$ cat src/rtl/emd_pkg.sv
// ============================================================================
// Module   : emd_pkg
// Brief    : Shared types and widths for the EMD extremum/envelope chain.
// Revision : 1.0 - initial release
// ============================================================================
`default_nettype none

package emd_pkg;

    localparam int EMD_DW = 16;
    localparam int EMD_TW = 16;

    // One detected extremum: the sample time index and its signed value.
    typedef struct packed {
        logic        [EMD_TW-1:0] tidx;
        logic signed [EMD_DW-1:0] val;
    } extremum_t;

endpackage

`default_nettype wire

$ cat src/rtl/ei_fifo.sv
// ============================================================================
// Module   : ei_fifo
// Brief    : First-word-fall-through FIFO of extremum_t with occupancy count.
// Revision : 1.0 - initial release
// ============================================================================
`default_nettype none

module ei_fifo
    import emd_pkg::*;
#(
    parameter int DEPTH = 16
) (
    input  logic                   clk,
    input  logic                   rst_n,
    input  logic                   i_clr,
    input  logic                   i_push,
    input  extremum_t              i_wdata,
    input  logic                   i_pop,
    output extremum_t              o_rdata,
    output logic [$clog2(DEPTH):0] o_count,
    output logic                   o_full,
    output logic                   o_empty
);

    localparam int              c_aw   = $clog2(DEPTH);
    localparam logic [c_aw:0]   c_full = DEPTH[c_aw:0];

    extremum_t       r_mem [DEPTH];
    logic [c_aw-1:0] r_wptr;
    logic [c_aw-1:0] r_rptr;
    logic [c_aw:0]   r_count;
    logic            w_push;
    logic            w_pop;

    assign o_empty = (r_count == '0);
    assign o_full  = (r_count == c_full);
    assign o_count = r_count;

    // A push into a full FIFO is legal only when the head leaves in the same cycle.
    assign w_pop  = i_pop & ~o_empty;
    assign w_push = i_push & (~o_full | w_pop);

    always_ff @(posedge clk or negedge rst_n) begin
        if (!rst_n) begin
            r_wptr  <= '0;
            r_rptr  <= '0;
            r_count <= '0;
        end else if (i_clr) begin
            r_wptr  <= '0;
            r_rptr  <= '0;
            r_count <= '0;
        end else begin
            if (w_push) begin
                r_wptr <= r_wptr + 1'b1;
            end
            if (w_pop) begin
                r_rptr <= r_rptr + 1'b1;
            end
            if (w_push && !w_pop) begin
                r_count <= r_count + 1'b1;
            end else if (!w_push && w_pop) begin
                r_count <= r_count - 1'b1;
            end
        end
    end

    always_ff @(posedge clk) begin
        if (w_push && !i_clr) begin
            r_mem[r_wptr] <= i_wdata;
        end
    end

    // Empty reads as zero so the head outputs are clean after reset or flush.
    assign o_rdata = o_empty ? '0 : r_mem[r_rptr];

endmodule

`default_nettype wire

$ cat src/rtl/ei_min_store.sv
// ============================================================================
// Module   : ei_min_store
// Brief    : Captures local-minimum (time, value) pairs into a FIFO, filters
//            repeated triggers and flags overflow. Optional build macro
//            MIN_SPACING_EN adds a minimum time-spacing filter (MIN_GAP).
// Revision : 1.0 - initial release
// ============================================================================
`default_nettype none

module ei_min_store
    import emd_pkg::*;
#(
    parameter int DW      = 16,
    parameter int TW      = 16,
    parameter int DEPTH   = 16,
    parameter int MIN_GAP = 2
) (
    input  logic                   clk,
    input  logic                   rst_n,
    input  logic                   i_clr,
    input  logic                   i_trg,
    input  logic [TW-1:0]          i_time,
    input  logic [DW-1:0]          i_val,
    input  logic                   i_rd_ready,
    output logic                   o_rd_valid,
    output logic [TW-1:0]          o_rd_time,
    output logic [DW-1:0]          o_rd_val,
    output logic [$clog2(DEPTH):0] o_count,
    output logic                   o_ovf
);

    if (DW != EMD_DW || TW != EMD_TW || DEPTH < 2 || (DEPTH & (DEPTH - 1)) != 0
        || MIN_GAP < 0) begin : g_param_check
        $error("ei_min_store: unsupported parameter set");
    end

    logic          r_ovf;
    logic          r_last_vld;
    logic [TW-1:0] r_last_time;
    logic          w_dup;
    logic          w_close;
    logic          w_cand;
    logic          w_pop;
    logic          w_push;
    logic          w_full;
    logic          w_empty;
    extremum_t     w_wdata;
    extremum_t     w_rdata;

    assign w_dup = r_last_vld && (i_time == r_last_time);

`ifdef MIN_SPACING_EN
    logic [TW-1:0] w_gap;
    assign w_gap   = i_time - r_last_time;
    assign w_close = r_last_vld && (w_gap < TW'(MIN_GAP));
`else
    assign w_close = 1'b0;
`endif

    // CLR beats a same-cycle trigger; filtered triggers never touch OVF.
    assign w_cand  = i_trg && !i_clr && !w_dup && !w_close;
    assign w_pop   = !w_empty && i_rd_ready;
    assign w_push  = w_cand && (!w_full || w_pop);

    assign w_wdata.tidx = i_time;
    assign w_wdata.val  = i_val;

    ei_fifo #(
        .DEPTH   (DEPTH)
    ) u_fifo (
        .clk     (clk),
        .rst_n   (rst_n),
        .i_clr   (i_clr),
        .i_push  (w_push),
        .i_wdata (w_wdata),
        .i_pop   (w_pop),
        .o_rdata (w_rdata),
        .o_count (o_count),
        .o_full  (w_full),
        .o_empty (w_empty)
    );

    always_ff @(posedge clk or negedge rst_n) begin
        if (!rst_n) begin
            r_ovf       <= 1'b0;
            r_last_vld  <= 1'b0;
            r_last_time <= '0;
        end else if (i_clr) begin
            r_ovf       <= 1'b0;
            r_last_vld  <= 1'b0;
        end else begin
            if (w_cand && w_full && !w_pop) begin
                r_ovf <= 1'b1;
            end
            if (w_push) begin
                r_last_vld  <= 1'b1;
                r_last_time <= i_time;
            end
        end
    end

    assign o_rd_valid = !w_empty;
    assign o_rd_time  = w_rdata.tidx;
    assign o_rd_val   = w_rdata.val;
    assign o_ovf      = r_ovf;

endmodule

`default_nettype wire

$ cat config.mk
export PLATFORM = sky130hd
export DESIGN_NAME = ei_min_store
export DESIGN_NICKNAME = d
export VERILOG_FILES = /design/src/rtl/emd_pkg.sv /design/src/rtl/ei_fifo.sv /design/src/rtl/ei_min_store.sv
export SDC_FILE = /design/constraint.sdc
export NUM_CORES = 1
export LEC_CHECK = 0
export CORE_MARGIN = 2
export CORE_UTILIZATION = 40
export CTS_CLUSTER_SIZE = 10
export DETAILED_ROUTE_END_ITERATION = 10
export HOLD_SLACK_MARGIN = 0.08
export PLACE_DENSITY = 0.62
export REMOVE_ABC_BUFFERS = 1
export SYNTH_ARGS = -nofsm -noshare
export SYNTH_HDL_FRONTEND = slang
export SYNTH_HIERARCHICAL = 1
export SYNTH_SLANG_ARGS = --single-unit
export TNS_END_PERCENT = 10
$ cat constraint.sdc
create_clock -name clk -period 5.15 [get_ports clk]
set_input_delay 1.03 -clock clk [delete_from_list [all_inputs] [get_ports clk]]
set_output_delay 1.03 -clock clk [all_outputs]
set_load 0.03 [all_outputs]
==> results of run 1 <==
==> path summary, 6_finish.rpt <==
kind	endpoint	slack, ns
max	o_rd_time[7]	0.41
min	r_last_time[13]	0.51
max reg2reg	u_fifo/o_count[4]	1.46
min reg2reg	r_last_time[13]	0.51
max in group asynchronous	u_fifo/r_rptr[0]	3.96
min in group asynchronous	u_fifo/o_count[2]	0.83
==> report_power, final <==
part / leakage [nW] / total [mW] / internal (mW) / switching [mW]
Clock: 0.791 / 3.69 / 2.14 / 1.55
Sequential: 4.99 / 5.05 / 4.91 / 0.135
Combinational: 1.96 / 2.53 / 1.19 / 1.34
==> area by class of cell <==
cell class | instances | area (µm²) | area share (%)
multi-input combinational | 363 | 4880 | 19.6
sequential | 543 | 16200 | 65.0
inverter | 8 | 30.0 | 0.121
clock inverter | 4 | 20.0 | 0.0805
clock buffer | 87 | 1620 | 6.53
tap | 688 | 861 | 3.46
timing repair buffer | 128 | 1290 | 5.17
==> per-layer routing <==
layer | global-route usage [%] | wire [µm] | vias up
met2 | 26.2 | 21300 | 257
met4 | 5.46 | 1050 | 0
met5 | 0 | 0 | -
met3 | 2.87 | 2250 | 66
met1 | 24.6 | 20400 | 5413
li1 | - | - | 4295
==> flip-flops by register name (all words and copies together), names as in the netlist <==
name	flops
u_fifo/r_mem	512
r_last_time	16
u_fifo/o_count	5
u_fifo/r_rptr	4
u_fifo/r_wptr	4
o_ovf	1
r_last_vld	1
==> through the flow <==
| stage | hold WS (ns) | utilization, % | setup WS [ns] | setup TNS, ns | cell area (µm²) |
|---|---|---|---|---|---|
| 2_1_floorplan | 0.454 | - | -2.12 | -70.03 | 20900 |
| 3_3_place_gp | 0.493 | 44.3 | 0.610 | 0 | 23200 |
| 3_5_place_dp | 0.502 | 44.3 | 0.553 | 0 | 23200 |
| 4_1_cts | 0.515 | 47.4 | 0.395 | 0 | 24900 |
| 5_1_grt | 0.537 | 47.4 | 0.306 | 0 | 24900 |
| 6_report | 0.512 | 47.4 | 0.406 | 0 | 24900 |
==> logic make-up (layout without fill, tap and decap cells) <==
group,Yosys count,after routing,share of synthesized area (%)
AOI/OAI and AO/OA,53,53,2.26
xor gates and xnor gates,23,23,0.953
adders and majority gates,10,10,0.628
buffers and inverters,55,227,1.11
DFF,543,543,76.4
muxes,183,183,16.5
and+or+nand+nor,94,94,2.10
==> placed cells by master (no fill, tap or decap), drive strengths merged, types with 2 or more instances in the layout <==
master and n:
nand3b 2, a21oi 9, clkbuf 87, and3 4, nand4 4, mux2 19
buf 53, nor2b 3, ha 9, inv 8, xnor2 15, nand2 7
o211ai 2, nor2 60, mux4 128, mux2i 36, dfrtp 31, edfxtp 512
nand3 4, clkinv 4, a221o 33, xor2 8, nand2b 2, nor4 2
clkdlybuf4s50 75, o21bai 2
==> flow_metrics.py, run 1 <==
metrics = {
    "status": {
        "status": "complete, no violations",
    },
    "synth": {
        "synth_edf_count": 512,
        "ys_top_cells_by_area": "edfxtp_1 (73%), mux4_2 (14%), dfrtp_1 (3.7%), mux2i_1 (1.7%), a221o_1 (1.6%)",
        "synth_top_cell_by_area": "edfxtp_1",
        "synth_top_flop_cell": "edfxtp_1",
        "netlist_area_mm2": 0.0211,
        "avgSynthCellArea_um2": 22.0,
        "synth_seq_area_share_pct": 76.4,
        "synth_top_area_share_pct": 72.8,
        "ys_types": 46,
        "ys_warn_count": 6,
        "synth_common_cells": "edfxtp_1 (512), mux4_2 (128), nor2_1 (60)",
        "yosysMostFrequentCell": "edfxtp_1",
        "synthArstFlopShare_pct": 5.71,
        "synth-seq-cells": 543,
        "synth_cells": 961,
    },
    "critical_path": {
        "crit_start": "u_fifo/o_count[0]",
        "critPathMaxStageDelay_ns": 0.70,
        "crit_slowest_cell": "or4_1",
        "critPathTopFamily": "buffers and inverters",
        "cp_data_required_time_ns": 4.12,
        "end_kind": "output port",
        "reg2regPathDepth": 14,
        "arrival_ns": 3.71,
        "path_max_fanout": 11,
        "path_class": "flip-flop to output port",
        "path_cells": "or4_1, o21bai_4, buf_4, nor2_1, a221o_1, clkdlybuf4s50_1",
        "r2r_start": "u_fifo/o_count[0]",
        "crit_buf_inv": 2,
        "startpoint_type": "flip-flop",
        "cp.depth": 6,
    },
    "drt": {
        "vias_per_cell": 5.51,
        "vias": 10031,
        "dr.pass1.iters": 4,
        "route.detailed.drc": 0,
        "routed_wl_um": 45100,
        "wl_per_cell_um": 24.7,
        "final_antenna_net_count": 0,
        "drtIter0Drc": 816,
    },
    "hold_path": {
        "worst_hold_path_type": "flip-flop to flip-flop",
        "min_from": "r_last_time[13]",
        "hold_depth": 1,
    },
    "global_routing": {
        "antenna_found_initial": 0,
        "grt.total_usage_pct": 16.9,
        "grt_overflow": 0,
        "grt_first_pass_wirelength_um": 67300,
        "grt_max_degree": 41,
        "grt_pass1_vias": 10424,
    },
    "power_and_ir_drop": {
        "power.total_mw": 11.3,
        "powerDensity_mw_per_mm2": 453,
        "leakagePower_nw": 7.73,
        "peakVddDrop_v": 0.000269,
    },
    "clocking": {
        "clock_sinks": 543,
        "hold_buffers": 0,
        "cts_resized": 0,
        "cts_buffer_depth": 3,
        "cts_setup_buffers": 0,
        "clockRootBuffer": "clkbuf_16",
        "cts_tree": "done",
        "clk_latency_ns": 0.60,
        "cts_buffers": 61,
        "clkSlewWorstSetupHoldPaths_ns": 0.06,
        "cts.htree.levels": 2,
    },
    "layout": {
        "diodes": 0,
        "drive_gt1_share_pct": 25.1,
        "nets": 1152,
        "area.growth.synth_to_final_pct": 17.6,
        "fillers": 4261,
        "fin_cells": 1821,
    },
    "timing": {
        "max_freq_ghz": 0.211,
        "worst_pin_slew_ns": 1.05,
        "max-slew-margin-rel_pct": 30.0,
        "setup_viol": 0,
        "hold_viol": 0,
        "finClkSkew_ns": 0.0133,
        "period_minus_slack_ns": 4.74,
        "min_period_over_period_pct": 92.1,
        "drv_slew": 0,
        "rsz0062_at_grt": "false",
    },
    "die": {
        "fp.dieW_um": 234,
        "io_pins": 76,
        "dieArea_mm2": 0.0547,
        "core_area_mm2": 0.0524,
        "dieHeight_um": 234,
        "start_util_pct": 40.3,
        "row_count": 84,
    },
    "placed_design": {
        "post-dp-hpwl_um": 25800,
        "numPortBuffers": 75,
        "gp_congestion": 0.747,
        "dp_cells": 1730,
    },
    "job": {
        "drv_cap": 0,
    },
}
No activity file was read; power rests on OpenSTA's default activity.
==> run 2: changes to the inputs <==
--- a/config.mk
+++ b/config.mk
@@ -9,9 +9,11 @@
 export CORE_UTILIZATION = 40
 export CTS_CLUSTER_SIZE = 10
 export DETAILED_ROUTE_END_ITERATION = 10
+export DONT_BUFFER_PORTS = 1
 export HOLD_SLACK_MARGIN = 0.08
-export PLACE_DENSITY = 0.62
+export PLACE_DENSITY = 0.6
 export REMOVE_ABC_BUFFERS = 1
+export SETUP_SLACK_MARGIN = 0.05
 export SYNTH_ARGS = -nofsm -noshare
 export SYNTH_HDL_FRONTEND = slang
 export SYNTH_HIERARCHICAL = 1
==> run 2 against run 1 <==
Compared with the run above: wire length fell by 0.86%; critical endpoint is now o_rd_val[4]; register-to-register slack got worse by 0.12 ns; utilization fell by 1.5 points; largest power group unchanged; critical path type unchanged; setup slack improved by 0.32 ns; critical path depth fell by 1.
==> flow_metrics.py, run 2 (synthesis results as in run 1) <==
metrics = {
    "status": {
        "status": "complete, no violations",
    },
    "hold_path": {
        "worst_hold_path_type": "primary input to asynchronous set/reset pin",
    },
    "drt": {
        "route.detailed.drc": 0,
        "wl_per_cell_um": 25.9,
        "vias": 9618,
        "final_antenna_net_count": 0,
        "vias_per_cell": 5.57,
        "routed_wl_um": 44700,
        "drtIter0Drc": 715,
        "dr.pass1.iters": 5,
    },
    "die": {
        "row_count": 84,
        "core_area_mm2": 0.0524,
        "dieArea_mm2": 0.0547,
        "start_util_pct": 40.3,
        "io_pins": 76,
        "fp.dieW_um": 234,
        "dieHeight_um": 234,
    },
    "layout": {
        "fin_cells": 1728,
        "final_cell_mix": "edfxtp_1 (512), mux4_2 (128), clkbuf_16 (63)",
        "fillers": 4273,
        "largest_reg_flops": 512,
        "drive_gt1_share_pct": 26.2,
        "area.growth.synth_to_final_pct": 13.8,
        "final_common_cell": "edfxtp_1",
        "nets": 1059,
        "regMostFlops": "u_fifo/r_mem",
        "diodes": 0,
    },
    "critical_path": {
        "crit_slowest_cell": "or4_1",
        "cp.depth": 5,
        "critPathTopFamily": "compound AO/OA/AOI/OAI gates",
        "startpoint_type": "flip-flop",
        "path_class": "flip-flop to output port",
        "reg2regPathDepth": 12,
        "end_kind": "output port",
        "path_cells": "or4_1, o21bai_4, buf_4, nor2_1, a221o_1",
        "arrival_ns": 3.39,
        "path_max_fanout": 23,
        "cp_data_required_time_ns": 4.12,
        "crit_buf_inv": 1,
        "critPathMaxStageDelay_ns": 0.73,
    },
    "clocking": {
        "clk_latency_ns": 0.60,
        "cts_resized": 0,
        "clockRootBuffer": "clkbuf_16",
        "cts_buffers": 61,
        "cts.htree.levels": 2,
        "clock_sinks": 543,
        "cts_tree": "done",
        "hold_buffers": 0,
        "cts_setup_buffers": 0,
        "clkSlewWorstSetupHoldPaths_ns": 0.06,
        "cts_buffer_depth": 3,
    },
    "timing": {
        "max-slew-margin-rel_pct": 28.6,
        "drv_slew": 0,
        "rsz0062_at_grt": "false",
        "setup_viol": 0,
        "finClkSkew_ns": 0.0164,
        "worst_pin_slew_ns": 1.07,
        "hold_viol": 0,
        "period_minus_slack_ns": 4.42,
        "min_period_over_period_pct": 85.9,
        "hold_ws_ns": 0.121,
        "totalNegativeSetupSlack_ns": 0,
        "max_freq_ghz": 0.226,
    },
    "placed_design": {
        "numPortBuffers": 0,
        "post-dp-hpwl_um": 26200,
        "dp_cells": 1637,
        "gp_congestion": 0.726,
    },
    "global_routing": {
        "grt.total_usage_pct": 16.8,
        "grt_pass1_vias": 10149,
        "grt_max_degree": 51,
        "grt_first_pass_wirelength_um": 67200,
        "antenna_found_initial": 0,
        "grt_overflow": 0,
    },
    "power_and_ir_drop": {
        "leakagePower_nw": 7.40,
        "peakVddDrop_v": 0.000340,
        "powerDensity_mw_per_mm2": 456,
    },
    "job": {
        "drv_cap": 0,
    },
}
[run 2: changes by cell type in the layout (fill, tap and decap cells not counted), sizes merged]
| cell | change |
|---|---|
| clkdlybuf4s50 | -75 |
| buf | -18 |
| clkinv | -2 |
| bufinv | +1 |
| clkbuf | -1 |
| clkinvlp | +1 |
| inv | +1 |
[run 2: layer usage]
layer | up-vias | routed length [µm] | track usage, %
li1 | 4108 | - | -
met1 | 5186 | 19200 | 23.1
met2 | 266 | 21900 | 27.7
met3 | 58 | 2770 | 3.57
met4 | 0 | 828 | 4.19
met5 | - | 0 | 0
[run 2: layout make-up]
class	count	area [µm²]	area share [%]
clock inverters	5	55.1	0.229
flip-flops and latches	543	16200	67.2
repair buffers	35	400	1.66
inverters	8	30.0	0.125
clock buffers	86	1670	6.95
well taps	688	861	3.58
multi-input cells	363	4880	20.3
[run 2: final timing paths]
check | slack [ns] | to | from
worst max-delay path | 0.73 | o_rd_val[4] | u_fifo/o_count[1]
worst min-delay path | 0.12 | r_last_time[14] | rst_n
worst max register to register | 1.34 | u_fifo/r_mem[14][29] | u_fifo/o_count[0]
min in group clk | 0.49 | u_fifo/r_rptr[0] | i_clr
max in group asynchronous | 4.93 | u_fifo/r_rptr[2] | rst_n
worst min register to register | 0.50 | r_last_time[13] | r_last_time[13]
[run 2: metrics by stage]
step                utilization, %  instance area (µm²)  power, mW  setup WS (ns)
CTS                           45.9                24100       11.1          0.674
global placement              42.6                22300       7.24           1.32
global route                  45.9                24100       11.4          0.541
floorplan                        -                20900       6.92          -2.12
detailed placement            42.6                22300       7.25           1.30
finish                        45.9                24100       11.0          0.726
[run 2: power by group]
part           switching (mW)  total, mW  internal [mW]
Clock                    1.59       3.85           2.26
Sequential              0.197       5.11           4.91
Combinational            1.13       2.01          0.887
Total                    2.91       11.0           8.06
==> run 3: changes to the inputs <==
--- a/config.mk
+++ b/config.mk
@@ -10,6 +10,7 @@
 export CTS_CLUSTER_SIZE = 10
 export DETAILED_ROUTE_END_ITERATION = 10
 export DONT_BUFFER_PORTS = 1
+export GPL_TIMING_DRIVEN = 0
 export HOLD_SLACK_MARGIN = 0.08
 export PLACE_DENSITY = 0.6
 export REMOVE_ABC_BUFFERS = 1
==> run 3 against run 2 <==
Compared with the run above: utilization is 0.51 points higher; fmax is 6.5% lower; die area stayed put; sequential power hardly changed; global-route usage is 0.077 points lower; power is 0.61% lower.
==> flow_metrics.py, run 3 (synthesis results as in run 1) <==
metrics = {
    "timing": {
        "max-slew-margin-rel_pct": 32.8,
        "totalNegativeSetupSlack_ns": 0,
        "worst_pin_slew_ns": 1.01,
        "finClkSkew_ns": 0.0143,
        "rsz0062_at_grt": "false",
        "max_freq_ghz": 0.211,
        "min_period_over_period_pct": 91.9,
        "hold_viol": 0,
        "period_minus_slack_ns": 4.73,
        "drv_slew": 0,
        "setup_viol": 0,
    },
    "power_and_ir_drop": {
        "swShare_pct": 26.9,
        "switching_power_mw": 2.93,
        "clkPwrFrac_pct": 34.0,
        "powerDensity_mw_per_mm2": 448,
        "p_int_mw": 7.97,
        "power.total_mw": 10.9,
        "leakagePower_nw": 7.46,
        "pwr-share-comb_pct": 19.4,
        "peakVddDrop_v": 0.000266,
        "seqPwrFrac_pct": 46.5,
    },
    "placed_design": {
        "gp_congestion": 0.713,
        "numPortBuffers": 0,
        "post-dp-hpwl_um": 26400,
    },
    "die": {
        "dieArea_mm2": 0.0547,
        "io_pins": 76,
        "row_count": 84,
        "core_area_mm2": 0.0524,
        "fp.dieW_um": 234,
        "dieHeight_um": 234,
        "start_util_pct": 40.3,
    },
    "clocking": {
        "cts_buffer_depth": 3,
        "clock_sinks": 543,
        "clkSlewWorstSetupHoldPaths_ns": 0.06,
        "clockRootBuffer": "clkbuf_16",
        "cts_buffers": 60,
        "cts.htree.levels": 2,
        "cts_tree": "done",
        "clk_latency_ns": 0.61,
    },
    "drt": {
        "final_antenna_net_count": 0,
        "route.detailed.drc": 0,
        "drtIter0Drc": 767,
        "vias_per_cell": 5.61,
        "vias": 9646,
        "wl_per_cell_um": 26.0,
        "dr.pass1.iters": 5,
        "routed_wl_um": 44700,
    },
    "critical_path": {
        "path_max_fanout": 21,
        "reg2reg_setup_slack_ns": 0.42,
        "arrival_ns": 5.05,
        "startpoint_type": "flip-flop",
        "cp_data_required_time_ns": 5.47,
        "path_class": "flip-flop to flip-flop",
        "end_kind": "flip-flop",
    },
    "layout": {
        "final_common_cell": "edfxtp_1",
        "utilization_pct": 46.4,
        "nets": 1056,
        "drive_gt1_share_pct": 25.5,
        "diodes": 0,
        "area.growth.synth_to_final_pct": 15.1,
        "final_cell_mix": "edfxtp_1 (512), mux4_2 (128), clkbuf_16 (60)",
        "regMostFlops": "u_fifo/r_mem",
        "largest_reg_flops": 512,
    },
    "global_routing": {
        "grt_pass1_vias": 10194,
        "grt_use_met1_pct": 23.4,
        "grt_util_met2_pct": 26.9,
        "met3_usage_pct": 3.90,
        "grt.total_usage_pct": 16.8,
        "grt_first_pass_wirelength_um": 66600,
        "grt_overflow": 0,
        "grt_max_degree": 60,
        "antenna_found_initial": 0,
        "grt.busiest_layer": "met2",
    },
    "hold_path": {
        "worst_hold_path_type": "primary input to asynchronous set/reset pin",
    },
    "job": {
        "drv_cap": 0,
    },
    "status": {
        "status": "complete, no violations",
    },
}
-- run 3: cell types whose count changed in the layout (fill, tap and decap cells not counted), sizes merged --
| cell | delta |
|---|---|
| buf | -4 |
| clkbuf | -4 |
| dlygate4sd3 | +2 |
| bufinv | -1 |
| clkinv | -1 |
| clkinvlp | -1 |
-- run 3: stage by stage --
stage | cells | area (µm²) | hold WS (ns) | setup WS [ns]
after floorplan | 914 | 20900 | 0.454 | -2.12
after global placement | 1602 | 21800 | 0.486 | -4.68
after detailed placement | 1632 | 22600 | 0.501 | 0.473
after CTS | 1716 | 24300 | 0.0828 | 0.162
after global routing | 1719 | 24300 | 0.0811 | 0.119
final | 1719 | 24300 | 0.116 | 0.420
-- run 3: final timing paths --
path,start,endpoint,depth (start not counted)
setup / recovery,u_fifo/o_count[4],u_fifo/r_mem[6][0],11
hold / removal,rst_n,u_fifo/r_rptr[1],0
setup reg to reg,u_fifo/o_count[4],u_fifo/r_mem[6][0],11
hold reg to reg,r_last_vld,r_last_vld,2
max in group asynchronous,rst_n,u_fifo/r_rptr[2],1
min in group clk,i_clr,u_fifo/r_rptr[2],1
-- run 3: worst max-delay path: stages (launching register included) --
cell and delay, ns:
dfrtp_1 0.75, nand2b_1 0.26, inv_1 0.12, nand2b_1 0.21
nand2_1 0.11, nand3b_1 0.15, a21oi_4 0.69, inv_1 0.17
a21oi_1 0.44, nand2_1 0.38, nor2_4 0.88, buf_16 0.24
-- run 3: layout make-up --
class                      count  area, µm²
fill                        4278      28100
sequential                   543      16200
inverter                       8       30.0
clock buffer                  82       1590
clock inverter                 2       50.0
tap                          688        861
multi-input combinational    363       4880
timing repair buffer          33        753
-- run 3: layer usage --
layer / routed length (µm) / vias to the layer above
met2: 21900 / 204
met3: 2430 / 54
li1: - / 4094
met5: 0 / -
met4: 642 / 0
met1: 19800 / 5294
-- run 3: timing repair --
item / in CTS / in global routing
hold endpoints to repair: 0 / 7
endpoints found under the setup margin: 0 / 3
hold buffers: 0 / 2
setup buffers: 0 / 1
resized for setup: 0 / 0
-- run 3: power by group through the flow --
stage,logic [mW],clock network (mW),registers (mW)
3_5_place_dp,2.14,0,5.18
2_1_floorplan,1.63,0,5.30
4_1_cts,2.14,3.80,5.09
3_3_place_gp,2.18,0,5.47
5_1_grt,2.27,3.99,5.09
6_report,2.12,3.71,5.08
